File: src/rtl/seven_seg_scan_driver.sv
`default_nettype none
// ============================================================================
// Module      : seven_seg_scan_driver
// Description : Time-multiplexed seven-segment driver. Snapshots the packed
//               digit nibbles once per frame, decodes them (optional hex
//               glyphs, leading-zero suppression, decimal points) onto one
//               shared segment bus, and scans one-hot digit strobes with a
//               blank window at the start of every slot against ghosting.
// Revision    : 1.0 - initial release
// ============================================================================
module seven_seg_scan_driver #(
    parameter int NUM_DIGITS  = 4,
    parameter int SCAN_DIV    = 50000,
    parameter int BLANK_CYC   = 16,
    parameter int HEX_EN      = 0,
    parameter int SEG_ACT_LOW = 0,
    parameter int DIG_ACT_LOW = 0
) (
    input  logic                    clk,
    input  logic                    rst_n,
    input  logic                    i_enable,
    input  logic [4*NUM_DIGITS-1:0] i_digit_data,
    input  logic [NUM_DIGITS-1:0]   i_dp_in,
    input  logic                    i_lz_en,
    output logic [6:0]              o_seg_out,
    output logic                    o_dp_out,
    output logic [NUM_DIGITS-1:0]   o_dig_sel,
    output logic                    o_frame_tick
);

    localparam int                      c_cnt_w   = $clog2(SCAN_DIV);
    localparam int                      c_idx_w   = $clog2(NUM_DIGITS);
    localparam logic [c_cnt_w-1:0]      c_cnt_max = c_cnt_w'(SCAN_DIV - 1);
    localparam logic [c_cnt_w-1:0]      c_cnt_one = c_cnt_w'(1);
    localparam logic [c_cnt_w-1:0]      c_blank   = c_cnt_w'(BLANK_CYC);
    localparam logic [c_idx_w-1:0]      c_idx_max = c_idx_w'(NUM_DIGITS - 1);
    localparam logic [c_idx_w-1:0]      c_idx_one = c_idx_w'(1);
    localparam logic [NUM_DIGITS-1:0]   c_dig_one = NUM_DIGITS'(1);
    localparam logic                    c_seg_inv = (SEG_ACT_LOW != 0);
    localparam logic                    c_dig_inv = (DIG_ACT_LOW != 0);

    logic [c_cnt_w-1:0]      r_cnt;
    logic [c_idx_w-1:0]      r_idx;
    logic [4*NUM_DIGITS-1:0] r_snap_data;
    logic [NUM_DIGITS-1:0]   r_snap_dp;
    logic                    r_snap_lz;
    logic                    r_frame_tick;
    logic [6:0]              r_seg;
    logic                    r_dp;
    logic [NUM_DIGITS-1:0]   r_dig;

    logic                    w_cnt_wrap;
    logic                    w_idx_wrap;
    logic                    w_snap_load;
    logic                    w_show;
    logic [NUM_DIGITS-1:0]   w_supp;
    logic                    w_upper_blank;
    logic [3:0]              w_nib;
    logic                    w_supp_cur;
    logic                    w_dp_cur;
    logic [NUM_DIGITS-1:0]   w_onehot;

    // Glyph table; codes A-E fall back to the legacy "6" pattern without hex.
    function automatic logic [6:0] f_decode(input logic [3:0] i_nib);
        logic [6:0] v_seg;
        v_seg = 7'b0000000;
        case (i_nib)
            4'h0:    v_seg = 7'b1111110;
            4'h1:    v_seg = 7'b0110000;
            4'h2:    v_seg = 7'b1101101;
            4'h3:    v_seg = 7'b1111001;
            4'h4:    v_seg = 7'b0110011;
            4'h5:    v_seg = 7'b1011011;
            4'h6:    v_seg = 7'b1011111;
            4'h7:    v_seg = 7'b1110010;
            4'h8:    v_seg = 7'b1111111;
            4'h9:    v_seg = 7'b1111011;
            4'hA:    v_seg = (HEX_EN != 0) ? 7'b1110111 : 7'b1011111;
            4'hB:    v_seg = (HEX_EN != 0) ? 7'b0011111 : 7'b1011111;
            4'hC:    v_seg = (HEX_EN != 0) ? 7'b1001110 : 7'b1011111;
            4'hD:    v_seg = (HEX_EN != 0) ? 7'b0111101 : 7'b1011111;
            4'hE:    v_seg = (HEX_EN != 0) ? 7'b1001111 : 7'b1011111;
            default: v_seg = 7'b0000000;
        endcase
        return v_seg;
    endfunction

    assign w_cnt_wrap  = (r_cnt == c_cnt_max);
    assign w_idx_wrap  = (r_idx == c_idx_max);
    assign w_snap_load = i_enable && (r_cnt == '0) && (r_idx == '0);
    assign w_show      = i_enable && (r_cnt >= c_blank);

    // Slot counter and digit index; disabling parks both at the frame start.
    always_ff @(posedge clk or negedge rst_n) begin
        if (!rst_n) begin
            r_cnt <= '0;
            r_idx <= '0;
        end else if (!i_enable) begin
            r_cnt <= '0;
            r_idx <= '0;
        end else if (w_cnt_wrap) begin
            r_cnt <= '0;
            r_idx <= w_idx_wrap ? '0 : (r_idx + c_idx_one);
        end else begin
            r_cnt <= r_cnt + c_cnt_one;
        end
    end

    // Frame snapshot so mid-frame input changes never tear the display.
    always_ff @(posedge clk or negedge rst_n) begin
        if (!rst_n) begin
            r_snap_data  <= '0;
            r_snap_dp    <= '0;
            r_snap_lz    <= 1'b0;
            r_frame_tick <= 1'b0;
        end else begin
            r_frame_tick <= w_snap_load;
            if (w_snap_load) begin
                r_snap_data <= i_digit_data;
                r_snap_dp   <= i_dp_in;
                r_snap_lz   <= i_lz_en;
            end
        end
    end

    // Leading-zero mask: walk from the top digit down while everything seen is 0 or F.
    always_comb begin
        w_supp        = '0;
        w_upper_blank = 1'b1;
        for (int i = NUM_DIGITS - 1; i >= 1; i--) begin
            w_supp[i]     = r_snap_lz && w_upper_blank && (r_snap_data[4*i +: 4] == 4'h0);
            w_upper_blank = w_upper_blank &&
                            ((r_snap_data[4*i +: 4] == 4'h0) || (r_snap_data[4*i +: 4] == 4'hF));
        end
    end

    assign w_nib      = r_snap_data[{r_idx, 2'b00} +: 4];
    assign w_supp_cur = w_supp[r_idx];
    assign w_dp_cur   = r_snap_dp[r_idx];
    assign w_onehot   = c_dig_one << r_idx;

    // Registered display outputs, held dark during the blank window and when disabled.
    always_ff @(posedge clk or negedge rst_n) begin
        if (!rst_n) begin
            r_seg <= '0;
            r_dp  <= 1'b0;
            r_dig <= '0;
        end else if (!w_show) begin
            r_seg <= '0;
            r_dp  <= 1'b0;
            r_dig <= '0;
        end else begin
            r_seg <= w_supp_cur ? 7'b0000000 : f_decode(w_nib);
            r_dp  <= w_dp_cur;
            r_dig <= w_onehot;
        end
    end

    // Pin polarity applied after the registers so reset lands on the inactive level.
    assign o_seg_out    = r_seg ^ {7{c_seg_inv}};
    assign o_dp_out     = r_dp ^ c_seg_inv;
    assign o_dig_sel    = r_dig ^ {NUM_DIGITS{c_dig_inv}};
    assign o_frame_tick = r_frame_tick;

endmodule
`default_nettype wire

File: config.mk
export PLATFORM = sky130hd
export DESIGN_NAME = seven_seg_scan_driver
export DESIGN_NICKNAME = d
export VERILOG_FILES = /design/src/rtl/seven_seg_scan_driver.sv
export SDC_FILE = /design/constraint.sdc
export NUM_CORES = 1
export LEC_CHECK = 0
export ABC_AREA = 1
export BUFFER_PORTS_ARGS = -buffer_cell sky130_fd_sc_hd__buf_4
export CORE_ASPECT_RATIO = 0.5
export CORE_MARGIN = 1
export CORE_UTILIZATION = 57
export CTS_CLUSTER_DIAMETER = 40
export CTS_CLUSTER_SIZE = 30
export DETAILED_ROUTE_END_ITERATION = 8
export PLACE_DENSITY_LB_ADDON = 0.1
export SLEW_MARGIN = 20
export SYNTH_ARGS = -nofsm -noshare
export SYNTH_HDL_FRONTEND = slang
export SYNTH_SLANG_ARGS = --single-unit
File: constraint.sdc
create_clock -name clk -period 2.3 [get_ports clk]
set_input_delay 0.115 -clock clk [delete_from_list [all_inputs] [get_ports clk]]
set_output_delay 0.115 -clock clk [all_outputs]
set_load 0.05 [all_outputs]
## Word level (Yosys, flattened, before mapping)

Memory sizes are Yosys's and may differ from the RTL's.
Index checks and enable logic that the tools add are counted.

- Add/subtract/negate cells: 2
- Multipliers: 0
- Divide/modulo/power cells: 0
- Magnitude comparators: 2
- Equality and inequality tests: 5
- Shift-type cells: 2
- Muxes and demuxes: 13
- Bitwise gates (word level): 0
- Reductions and logical operators: 16

Operators by type and width:

| kind | count |
|---|---|
| $mux W16 | 2 |
| $add A16 B1 Y16 const B | 1 |
| $eq A16 B16 Y1 const B | 1 |
| $ge A16 B5 Y1 const B | 1 |
| $logic_not A16 Y1 | 1 |
| $shiftx A16 B5 Y4 | 1 |
| $mux W7 | 2 |
| $logic_not A4 Y1 | 3 |
| $logic_and A1 B1 Y1 | 9 |
| $eq A4 B4 Y1 const B | 2 |
| $mux W2 | 3 |
| $bmux W1 S2 | 2 |
| $mux W4 | 1 |
| $shl A1 B2 Y4 const A | 1 |
| $lt A2 B3 Y1 const B | 1 |
| $mux W1 | 3 |
| $add A2 B1 Y2 const B | 1 |
| $eq A2 B2 Y1 const B | 1 |
| $logic_not A2 Y1 | 1 |
| $logic_or A1 B1 Y1 | 2 |
| $ne A2 B1 Y1 const B | 1 |

- Bits in registers: 52
- Latch bits: 0
- Memory bits (writable): 0
- Memory bits (read-only): 112
- Input port bits: 24
- Memories kept: 1

Memory list:

| memory | depth | width | rd ports | clocked after Yosys merged registers in | wr ports | RTL line | source |
|---|---|---|---|---|---|---|---|
| (name not given) | 16 | 7 | 1 | 0 | 0 | 67 | `case (i_nib)` |

## Logic depth before layout (Yosys ltp)

Gate-level depths: netlist of the first run.

- Depth after elaboration: 9
- Mapped depth: 12

## Worst setup path after synthesis of the first run

OpenSTA, ideal clock, no wires.

- Path kind: reg2reg
- From: reg r_idx[0]
- To: reg r_snap_data[9]
- Setup time: 116 ps
- Arrival: 1498 ps
- Data required time: 2184 ps
- Path slack: 686 ps
- Stages on the path, launching flop included: 10
- Path buffers: 2
- Clock period less this slack: 1614 ps
- Path through: dfrtp_1 -> inv_1 -> buf_4 -> ha_1 -> nand2_1 -> nor3_2 -> nand2_4 -> buf_2 -> nand2_1 -> nand2_1

- Word-level cells in the longest chain between the ends: 2

Ends and longest elaborated chain:

| item | RTL line | source |
|---|---|---|
| start: declaration | 43 | `logic [c_idx_w-1:0] r_idx;` |
| start signal: assignment | 103 | `r_idx <= w_idx_wrap ? '0 : (r_idx + c_idx_one);` |
| $logic_not A2 Y1 | 90 | `assign w_snap_load = i_enable && (r_cnt == '0) && (r_idx == '0);` |
| $logic_and A1 B1 Y1 | 90 |  |
| end signal: assignment | 119 | `r_snap_data <= i_digit_data;` |
| end: declaration | 44 | `logic [4*NUM_DIGITS-1:0] r_snap_data;` |

Every way passes these cells.
A chain may end at the register's enable or synchronous reset.

## Final worst setup path of the first run

- From: reg r_idx[0]
- To: reg r_snap_data[11]

Same word-level chain as after synthesis.

==> results of run 1 <==
cells in the final DEF, fill, tap and decap left out, types with 6 or more instances in the layout:
| cell | synthesis | routed |
|---|---|---|
| nand2_1 | 124 | 124 |
| nor2_1 | 64 | 64 |
| dfrtp_1 | 52 | 52 |
| buf_4 | 2 | 38 |
| inv_1 | 30 | 30 |
| nand3_1 | 18 | 18 |
| dlygate4sd3_1 | 0 | 18 |
| o21ai_0 | 12 | 12 |
| ha_1 | 10 | 10 |
| nor3_1 | 6 | 6 |
| clkbuf_8 | 0 | 6 |
worst max path at each step:
| stage | end | slack, ps | cells after the start |
|---|---|---|---|
| after floorplan | r_snap_data[9] | 690 | 9 |
| after global placement | r_snap_lz | 580 | 7 |
| after detailed placement | r_snap_lz | 460 | 7 |
| after CTS | r_snap_data[11] | 450 | 8 |
| after global routing | r_snap_data[7] | 220 | 8 |
| final | r_snap_data[11] | 410 | 8 |
worst min-delay path: stages:
cell     delay [ps]
buf_4            80
nand2_1          40
o21ai_0          50
stage by stage:
step | cells | hold WS (ps) | utilization | instance area, sq um | power (mW)
6_report | 465 | 2.086 | 0.7326 | 3257 | 2.001
5_1_grt | 465 | 26.94 | 0.7326 | 3257 | 2.120
4_1_cts | 464 | 2.420 | 0.7304 | 3247 | 1.999
3_5_place_dp | 439 | 187.0 | 0.6713 | 2984 | 1.439
3_3_place_gp | 439 | 172.6 | 0.6713 | 2984 | 1.426
2_1_floorplan | 349 | -180.6 | - | 2674 | 1.328
power by group:
part           switching (mW)  total (mW)  leakage, nW  internal [mW]
clock                   0.309       0.550       0.0510          0.241
combinational           0.231       0.385        0.933          0.153
sequential             0.0653        1.07        0.689           1.00
final cells by class:
| type | instances | area share |
|---|---|---|
| inverter | 33 | 0.03957 |
| clock buffer | 6 | 0.02536 |
| timing repair buffer | 56 | 0.1429 |
| multi-input combinational | 259 | 0.3677 |
| clock inverter | 2 | 0.003073 |
| tap | 57 | 0.02190 |
| sequential | 52 | 0.3995 |
per-layer routing:
| metal | routed length, microns | vias to the layer above | share of wire | global-route usage |
|---|---|---|---|---|
| met4 | 47 | 0 | 0.0084 | 0.05473 |
| met1 | 2684 | 1061 | 0.48 | 0.3273 |
| li1 | - | 1192 | - | - |
| met2 | 2627 | 55 | 0.47 | 0.4441 |
| met5 | 0 | - | 0 | 0 |
| met3 | 233 | 7 | 0.042 | 0.05850 |
cells by family after synthesis:
family                   after synthesis  share of synthesized area
AO/OA/AOI/OAI                         19                    0.03744
XOR/XNOR                               5                    0.01638
flip-flops                            52                     0.4867
AND/OR/NAND/NOR                      225                     0.3472
adder cells (fa/ha/maj)               10                    0.04679
buffers and inverters                 38                    0.06551
flip-flops by register name, summed over array words and instances, names as in the netlist:
signal and flops:
o_dig_sel 4, o_dp_out 1, r_cnt 16, r_snap_data 16, r_snap_dp 4, o_frame_tick 1
o_seg_out 7, r_snap_lz 1, r_idx 2
==> out/results.ini, run 1 <==
[run_status]
status = finished clean

[setup_path]
crit-reg2reg-capture = r_snap_data[11]
path_delay_family = simple AND/OR/NAND/NOR gates
crit_buf_inv = 2
cp_max_fo = 26
timing.rr.start = r_idx[0]
worstPathArrival_ps = 2130
cp.required_ps = 2540
crit_type = reg2reg
start_kind = flop
startpoint = r_idx[0]
crit_chain = inv_1 -> ha_1 -> nand2_1 -> nor3_2 -> nand2_4 -> inv_6 -> nand2_1 -> o21ai_1
end_kind = flop
r2r_cells = 8
crit_path_top_delay_cell = dfrtp_1
r2r_slack_ps = 410
critPathMostFrequentCell = nand2_1
max_stage_delay_ps = 390

[yosys]
syn_area_per_cell_sq_um = 7.661
synth_commonest_cells = nand2_1, nor2_1, dfrtp_1
synthesis.nets = 383
synth_area_sq_mm = 0.002674
synthCells = 349
synth_area_leader_cell = dfrtp_1
synth_top_area_share = 0.4867
synth_ff_type = dfrtp_1
synth-async-reset-ratio = 1.000
ys_ff_latch = 52
ys_warn_count = 0
synth_edf_count = 0
synth_cell_types = 28
synth.most_common_cell = nand2_1
synth.area.top_cells = dfrtp_1, nand2_1, nor2_1, ha_1, inv_1
seq_area_frac_synth = 0.4867

[detailed_routing]
ant_nets = 0
vias = 2315
first_iter_violations = 122
first_pass_iters = 5
drc = 0
viasPerCell = 4.978
wl_per_cell_microns = 12.03
routed_wl_mm = 5.593

[floorplanning]
num_io_pins = 37
start_util = 0.6015
core_sq_mm = 0.004446
die_height_microns = 50.43
rows = 17
fp.dieW_microns = 98.86
die_area_sq_mm = 0.004986

[timing]
worst_slack_ps = 410.7
drv_slew = 0
rsz0062_at_grt = false
max_freq_ghz = 0.5293
worst_pin_slew_ps = 645.8
setup_tns_ps = 0
clock_skew_ps = 10.81
hold_viol = 0
period_needed_ps = 1889
finalSetupViolCount = 0
maxSlewHeadroom = 0.5695
fin_crit_sh = 0.8214

[global_route]
grt_pass1_wl_mm = 9.798
grt_use_total = 0.2539
first_global_vias = 2280
antenna_found_initial = 0
grt_max_degree = 53
grt_overflow = 0

[clock_tree]
clkTransAtPathRegs_ps = 100
ctsHoldBuffers = 17
post_cts_buffers = 0
cts_root_buffer = clkbuf_8
cts_tree = yes
numCtsBuffers = 5
h-tree-depth = 2
clk_path_buf_depth = 2
worst_skew_pair.late_latency_ps = 310
post_cts_resize_count = 0
cts_sinks = 52

[cells_and_area]
drive_gt1_frac = 0.1422
layout-area-overhead-vs-synth_pct = 21.81
seq_area_sq_mm = 0.001301
nets = 441
multi_input_area_sq_mm = 0.001197
nFillCells = 351
n_antenna_cell = 0

[hold_path]
hold_path.startpoint = i_digit_data[3]
worstHoldPathCells = 3
min-delay-path-class = in2reg
min_to = r_snap_data[3]

[power_and_ir_drop]
p_leak_nw = 1.673
p_per_area_mw_per_mm2 = 614.5
vdd_drop_max_mv = 0.3658

[placement]
dp.final_hpwl_mm = 3.941
dpl_worst_slack_ps = 464.9
place_congestion = 0.8778
port_buffers = 36

[flow_run]
max_cap_viol_count = 0

(Power assumes the default switching activity.)
==> inputs of run 2 (changes only) <==
CORE_UTILIZATION = 51   (was 57)
clock period = 1.7 ns   (was 2.3 ns; I/O delays follow)
==> run 2 against run 1 <==
  * Global-route usage decreased by 2.3 points
  * First-iteration DRC count decreased by 34%
  * Sequential power increased by 35%
  * Combinational power is 50% higher
  * Largest cell class unchanged
==> out/results.ini, run 2 (same netlist as run 1, synthesis figures left out) <==
[setup_path]
crit_path_top_delay_cell = dfrtp_1
cp_max_fo = 10  ; -62%
end_kind = flop
crit_chain = inv_2 -> ha_1 -> nand2_1 -> nor3_2 -> nand2_4 -> buf_4 -> nand2_1 -> nand2_1
start_kind = flop
cp.required_ps = 1910  ; -630 ps
critPathMostFrequentCell = nand2_1
worstPathArrival_ps = 1830  ; -300 ps
max_stage_delay_ps = 440  ; +50 ps
crit_type = reg2reg

[timing]
hold_viol = 0  ; unchanged
maxSlewHeadroom = 0.5694  ; about the same
hold_ws_ps = 82.63  ; +80.54 ps
finalSetupViolCount = 0  ; unchanged
clock_skew_ps = 10.73  ; -0.08110 ps
period_needed_ps = 1620  ; -269.3 ps
worst_pin_slew_ps = 645.9  ; +0.09811 ps
worst_slack_ps = 80.06  ; -330.7 ps
drv_slew = 0  ; unchanged
max_freq_ghz = 0.6173  ; +17%
fin_crit_sh = 0.9529  ; +0.1315

[floorplanning]
rows = 18  ; +1
die_area_sq_mm = 0.005554  ; +11%
num_io_pins = 37  ; unchanged
die_height_microns = 53.20  ; +5.5%
fp.dieW_microns = 104.4  ; +5.6%
core_sq_mm = 0.004977  ; +12%
start_util = 0.5372  ; -0.06426

[power_and_ir_drop]
power.internal_mw = 2.036  ; +46%
p_sw_uw = 840.0  ; +39%
p_sw_frac = 0.2921  ; -0.01073
p_clk_frac = 0.296  ; +0.021
p_per_area_mw_per_mm2 = 815.9  ; +33%
pwr-share-seq = 0.502  ; -0.031
vdd_drop_max_mv = 0.5118  ; +40%
p_leak_nw = 1.794  ; +7.2%
p_comb_frac = 0.201  ; +0.009

[cells_and_area]
utilization = 0.7081  ; -0.02448
layout_commonest_cell = nand2_1
layout-area-overhead-vs-synth_pct = 31.82
n_antenna_cell = 0  ; unchanged
nFillCells = 399  ; +14%
final_cell_mix = nand2_1, nor2_1, buf_4
nets = 464  ; +5.2%
drive_gt1_frac = 0.2227  ; +0.08058
stdcell_area_sq_mm = 0.003525  ; +8.2%

[detailed_routing]
vias = 2426  ; +4.8%
drc = 0  ; unchanged
routed_wl_mm = 5.828  ; +4.2%
wl_per_cell_microns = 11.63  ; -3.3%
first_pass_iters = 4  ; -1
first_iter_violations = 81  ; -34%
viasPerCell = 4.842  ; -2.7%
ant_nets = 0  ; unchanged

[global_route]
grt_overflow = 0  ; unchanged
grt_pass1_wl_mm = 9.763  ; -0.36%
grt_max_degree = 53  ; unchanged
antenna_found_initial = 0  ; unchanged
grt_use_total = 0.2306  ; -0.02335
first_global_vias = 2264  ; -0.70%

[clock_tree]
worst_skew_pair.late_latency_ps = 310  ; about the same
clk_path_buf_depth = 2  ; unchanged
cts_root_buffer = clkbuf_8
clkTransAtPathRegs_ps = 90  ; about the same
numCtsBuffers = 5  ; unchanged
h-tree-depth = 2  ; unchanged
cts_tree = yes
cts_sinks = 52  ; unchanged

[placement]
dp.final_hpwl_mm = 3.958  ; +0.44%
placed_area_sq_mm = 0.003075  ; +3.1%
port_buffers = 36  ; unchanged
place_congestion = 0.8158  ; -7.1%
dpl_worst_slack_ps = -39.80  ; -504.7 ps

[flow_run]
max_cap_viol_count = 0  ; unchanged

[hold_path]
min-delay-path-class = in2reg

[run_status]
status = finished clean

==> run 2: cell count changes in the layout (fill, tap and decap cells not counted), moves of 3 or more <==
cell           delta
buf_4            +17
dlygate4sd3_1     +4
inv_1             -3
inv_2             +3
nand2_1           -6
nand2_2           +6
nand3_1           -3
nand3_2           +3
nor2_1            -8
nor2_2            +8
==> run 2: worst max-delay path, delay by kind of cell, from the launching register on <==
family,cells,cell delay (ps)
adders and majority gates,1,170
DFF,1,440
and+or+nand+nor,5,560
buffers and inverters,2,340
==> run 2: timing repair <==
| action | 4_1_cts | 5_1_grt |
|---|---|---|
| setup buffers | 0 | 8 |
| hold buffers | 22 | 0 |
| setup endpoints to repair | 24 | 32 |
| endpoints found under the hold margin | 73 | 0 |
| resized for setup | 2 | 21 |
| pin swaps | 0 | 6 |
| cloned | 0 | 1 |
==> run 2: area by class of cell <==
class                      instances  area, sq um  area share
sequential                        52         1301      0.3692
multi-input combinational        259         1247      0.3539
timing repair buffer              79        649.4      0.1842
inverter                          33        131.4     0.03727
tap                               70        87.58     0.02485
clock buffer                       6        72.57     0.02059
clock inverter                     2        35.03    0.009940
==> run 2: worst paths after layout <==
| kind | startpoint | endpoint | slack (ps) | depth (start not counted) |
|---|---|---|---|---|
| max | r_idx[0] | r_snap_data[0] | 80 | 8 |
| min | i_enable | r_idx[1] | 80 | 3 |
| max reg2reg | r_idx[0] | r_snap_data[0] | 80 | 8 |
| min reg2reg | r_snap_dp[3] | r_snap_dp[3] | 490 | 2 |
| max in group asynchronous | rst_n | r_snap_data[2] | 930 | 2 |
| min in group asynchronous | rst_n | r_cnt[11] | 320 | 2 |
==> run 2: power by group through the flow <==
| stage | clock [mW] | combinational (mW) | sequential (mW) |
|---|---|---|---|
| global placement | 0 | 0.474 | 1.46 |
| CTS | 0.865 | 0.534 | 1.44 |
| finish | 0.852 | 0.579 | 1.44 |
| detailed placement | 0 | 0.490 | 1.47 |
| floorplan | 0 | 0.346 | 1.45 |
| global route | 0.915 | 0.671 | 1.46 |
==> run 2: stage by stage <==
stage	std cells	TNS (ps)	power (mW)
floorplan	349	0	1.797
global placement	462	0	1.938
detailed placement	462	-161.6	1.956
CTS	492	0	2.841
global route	501	-41.09	3.044
finish	501	0	2.876
==> run 2: metal layers <==
metal / share of wire / GRT usage / up-vias
met4: 0.014 / 0.07143 / 0
met2: 0.46 / 0.4117 / 41
li1: - / - / 1234
met5: 0 / 0 / -
met3: 0.033 / 0.04803 / 13
met1: 0.49 / 0.2881 / 1138
==> inputs of run 3 (changes only) <==
BUFFER_PORTS_ARGS = default   (was -buffer_cell sky130_fd_sc_hd__buf_4)
CORE_UTILIZATION = 57   (was 51)
DONT_BUFFER_PORTS = 1   (was default)
==> run 3 against run 2 <==
  * Routed wire length grew 3.4%
  * Register-to-register slack is essentially flat
  * Non-clock buffer count shrank 35
  * First-iteration DRC count is 32% higher
  * Largest cell class unchanged
  * Power grew 1.7%
  * Sequential cell count unchanged
  * Clock power up 8.8%
  * Combinational power down 5.9%
  * Sequential power barely moved
  * Global-route usage rose by 3.1 points
  * Maximum frequency fell by 0.29%
  * Clock skew shrank 6.9 ps
==> out/results.ini, run 3 (same netlist as run 1, synthesis figures left out) <==
[run_status]
status = finished clean

[setup_path]
cp.required_ps = 1920  ; about the same
worstPathArrival_ps = 1850  ; +20 ps
crit_path_top_delay_cell = dlygate4sd3_1
path_delay_family = buffers and inverters
r2r_cells = 5  ; -3
crit_type = reg2reg
max_stage_delay_ps = 570  ; +130 ps
cp.depth = 5  ; -3
end_kind = flop
start_kind = flop
cp_max_fo = 9  ; -1
crit_chain = inv_2 -> ha_1 -> nand2_1 -> dlygate4sd3_1 -> nor2_1
crit_buf_inv = 2  ; unchanged

[clock_tree]
worst_skew_pair.late_latency_ps = 310  ; about the same
h-tree-depth = 2  ; unchanged
clkTransAtPathRegs_ps = 90  ; about the same
cts_sinks = 52  ; unchanged
clk_path_buf_depth = 2  ; unchanged
numCtsBuffers = 5  ; unchanged
cts_tree = yes
cts_root_buffer = clkbuf_8

[placement]
port_buffers = 0  ; -100%
placedCellCount = 411  ; -11%
place_congestion = 0.8292  ; +1.6%
dp.final_hpwl_mm = 3.975  ; +0.42%

[power_and_ir_drop]
p_comb_frac = 0.186  ; -0.015
power.internal_mw = 2.095  ; +2.9%
p_leak_nw = 1.629  ; -9.2%
p_clk_frac = 0.317  ; +0.021
p_sw_frac = 0.2840  ; -0.008101
p_sw_uw = 830.7  ; -1.1%
pwr-share-seq = 0.497  ; -0.005
vdd_drop_max_mv = 0.5922  ; +16%
p_per_area_mw_per_mm2 = 887.3  ; +8.8%

[cells_and_area]
final_cell_mix = nand2_1, nor2_1, dfrtp_1
n_antenna_cell = 0  ; unchanged
nets = 429  ; -7.5%
layout_commonest_cell = nand2_1
nFillCells = 321  ; -20%
instances_no_fill = 453  ; -9.6%
layout-area-overhead-vs-synth_pct = 23.30
utilization = 0.7416  ; +0.03348
drive_gt1_frac = 0.1389  ; -0.08385

[timing]
maxSlewHeadroom = 0.6900  ; +0.1206
hold_viol = 0  ; unchanged
max_freq_ghz = 0.6155  ; -0.29%
setup_tns_ps = 0  ; unchanged
period_needed_ps = 1625  ; +4.785 ps
finalSetupViolCount = 0  ; unchanged
fin_crit_sh = 0.9557  ; +0.002815
drv_slew = 0  ; unchanged
clock_skew_ps = 3.812  ; -6.918 ps
rsz0062_at_grt = true
worst_pin_slew_ps = 465.2  ; -180.6 ps

[detailed_routing]
viasPerCell = 5.183  ; +7.0%
vias = 2348  ; -3.2%
routed_wl_mm = 6.025  ; +3.4%
drc = 0  ; unchanged
first_iter_violations = 107  ; +32%
wl_per_cell_microns = 13.30  ; +14%
first_pass_iters = 4  ; unchanged
ant_nets = 0  ; unchanged

[global_route]
first_global_vias = 2158  ; -4.7%
grt_use_total = 0.2611  ; +0.03054
grt_max_degree = 53  ; unchanged
gr-usage-met1 = 0.3470  ; +0.05894
grt_overflow = 0  ; unchanged
grt_pass1_wl_mm = 9.922  ; +1.6%
antenna_found_initial = 0  ; unchanged
top_usage_layer = met2
grt_use_met3 = 0.05571  ; +0.007681
met2_usage = 0.4347  ; +0.02303

[floorplanning]
die_area_sq_mm = 0.004986  ; -10%
fp.dieW_microns = 98.86  ; -5.3%
rows = 17  ; -1
die_height_microns = 50.43  ; -5.2%
start_util = 0.6015  ; +0.06426
num_io_pins = 37  ; unchanged
core_sq_mm = 0.004446  ; -11%

[hold_path]
worstHoldPathCells = 2  ; -1
min-delay-path-class = in2reg

[flow_run]
max_cap_viol_count = 0  ; unchanged

==> run 3: changes by cell type in the layout (fill, tap and decap cells not counted), sizes merged <==
cell         before  now
buf              57   20
dlygate4sd3      22   24
clkinv            1    0
clkbuf            6    7
==> run 3: routing by layer <==
layer,wire length (microns),part of all wire
met1,2749,0.46
met2,2870,0.48
met3,321,0.053
met4,84,0.014
met5,0,0
==> run 3: power groups by stage <==
stage | logic, mW | clock network (mW) | registers [mW]
4_1_cts | 0.491 | 0.945 | 1.45
5_1_grt | 0.627 | 0.995 | 1.47
3_3_place_gp | 0.396 | 0 | 1.47
6_report | 0.545 | 0.927 | 1.45
3_5_place_dp | 0.409 | 0 | 1.48
2_1_floorplan | 0.346 | 0 | 1.45
==> run 3: worst reg2reg max path, stage by stage (launching register included) <==
cell	delay (ps)
dfrtp_1	410
inv_2	140
ha_1	160
nand2_1	80
dlygate4sd3_1	570
nor2_1	170
==> run 3: timing repair <==
| action | 4_1_cts | 5_1_grt |
|---|---|---|
| hold buffers | 25 | 0 |
| endpoints found under the setup margin | 4 | 40 |
| buffers inserted | 0 | 9 |
| gates resized for setup | 1 | 19 |
| hold endpoints to repair | 76 | 0 |
| pin swaps | 0 | 9 |
| cloned | 0 | 0 |
==> run 3: cell type report <==
cell class              instances  area (sq um)  area share
flip-flops and latches         52          1301      0.3947
multi-input cells             259          1252      0.3799
repair buffers                 44         414.1      0.1256
inverters                      33         131.4     0.03985
clock buffers                   7         96.34     0.02922
well taps                      57         71.32     0.02163
clock inverters                 1         30.03    0.009108
==> run 3: through the flow <==
step / hold WS [ps] / setup slack (ps) / instance area, sq um / power [mW]
5_1_grt: 58.70 / -16.94 / 3297 / 3.090
6_report: 55.13 / 75.28 / 3297 / 2.925
3_5_place_dp: -209.6 / 0.3222 / 2774 / 1.886
3_3_place_gp: -209.4 / 82.47 / 2774 / 1.868
4_1_cts: 37.34 / 5.708 / 3171 / 2.887
2_1_floorplan: -210.6 / 85.88 / 2674 / 1.797
==> run 3: worst paths after layout <==
path | start | end | slack (ps)
hold / removal | i_enable | r_cnt[13] | 60
setup / recovery | r_idx[0] | o_dig_sel[0] | 80
setup reg to reg | r_idx[0] | o_dig_sel[0] | 80
hold reg to reg | r_snap_dp[1] | r_snap_dp[1] | 490
min in group asynchronous | rst_n | r_cnt[6] | 290
max in group asynchronous | rst_n | o_seg_out[0] | 1190
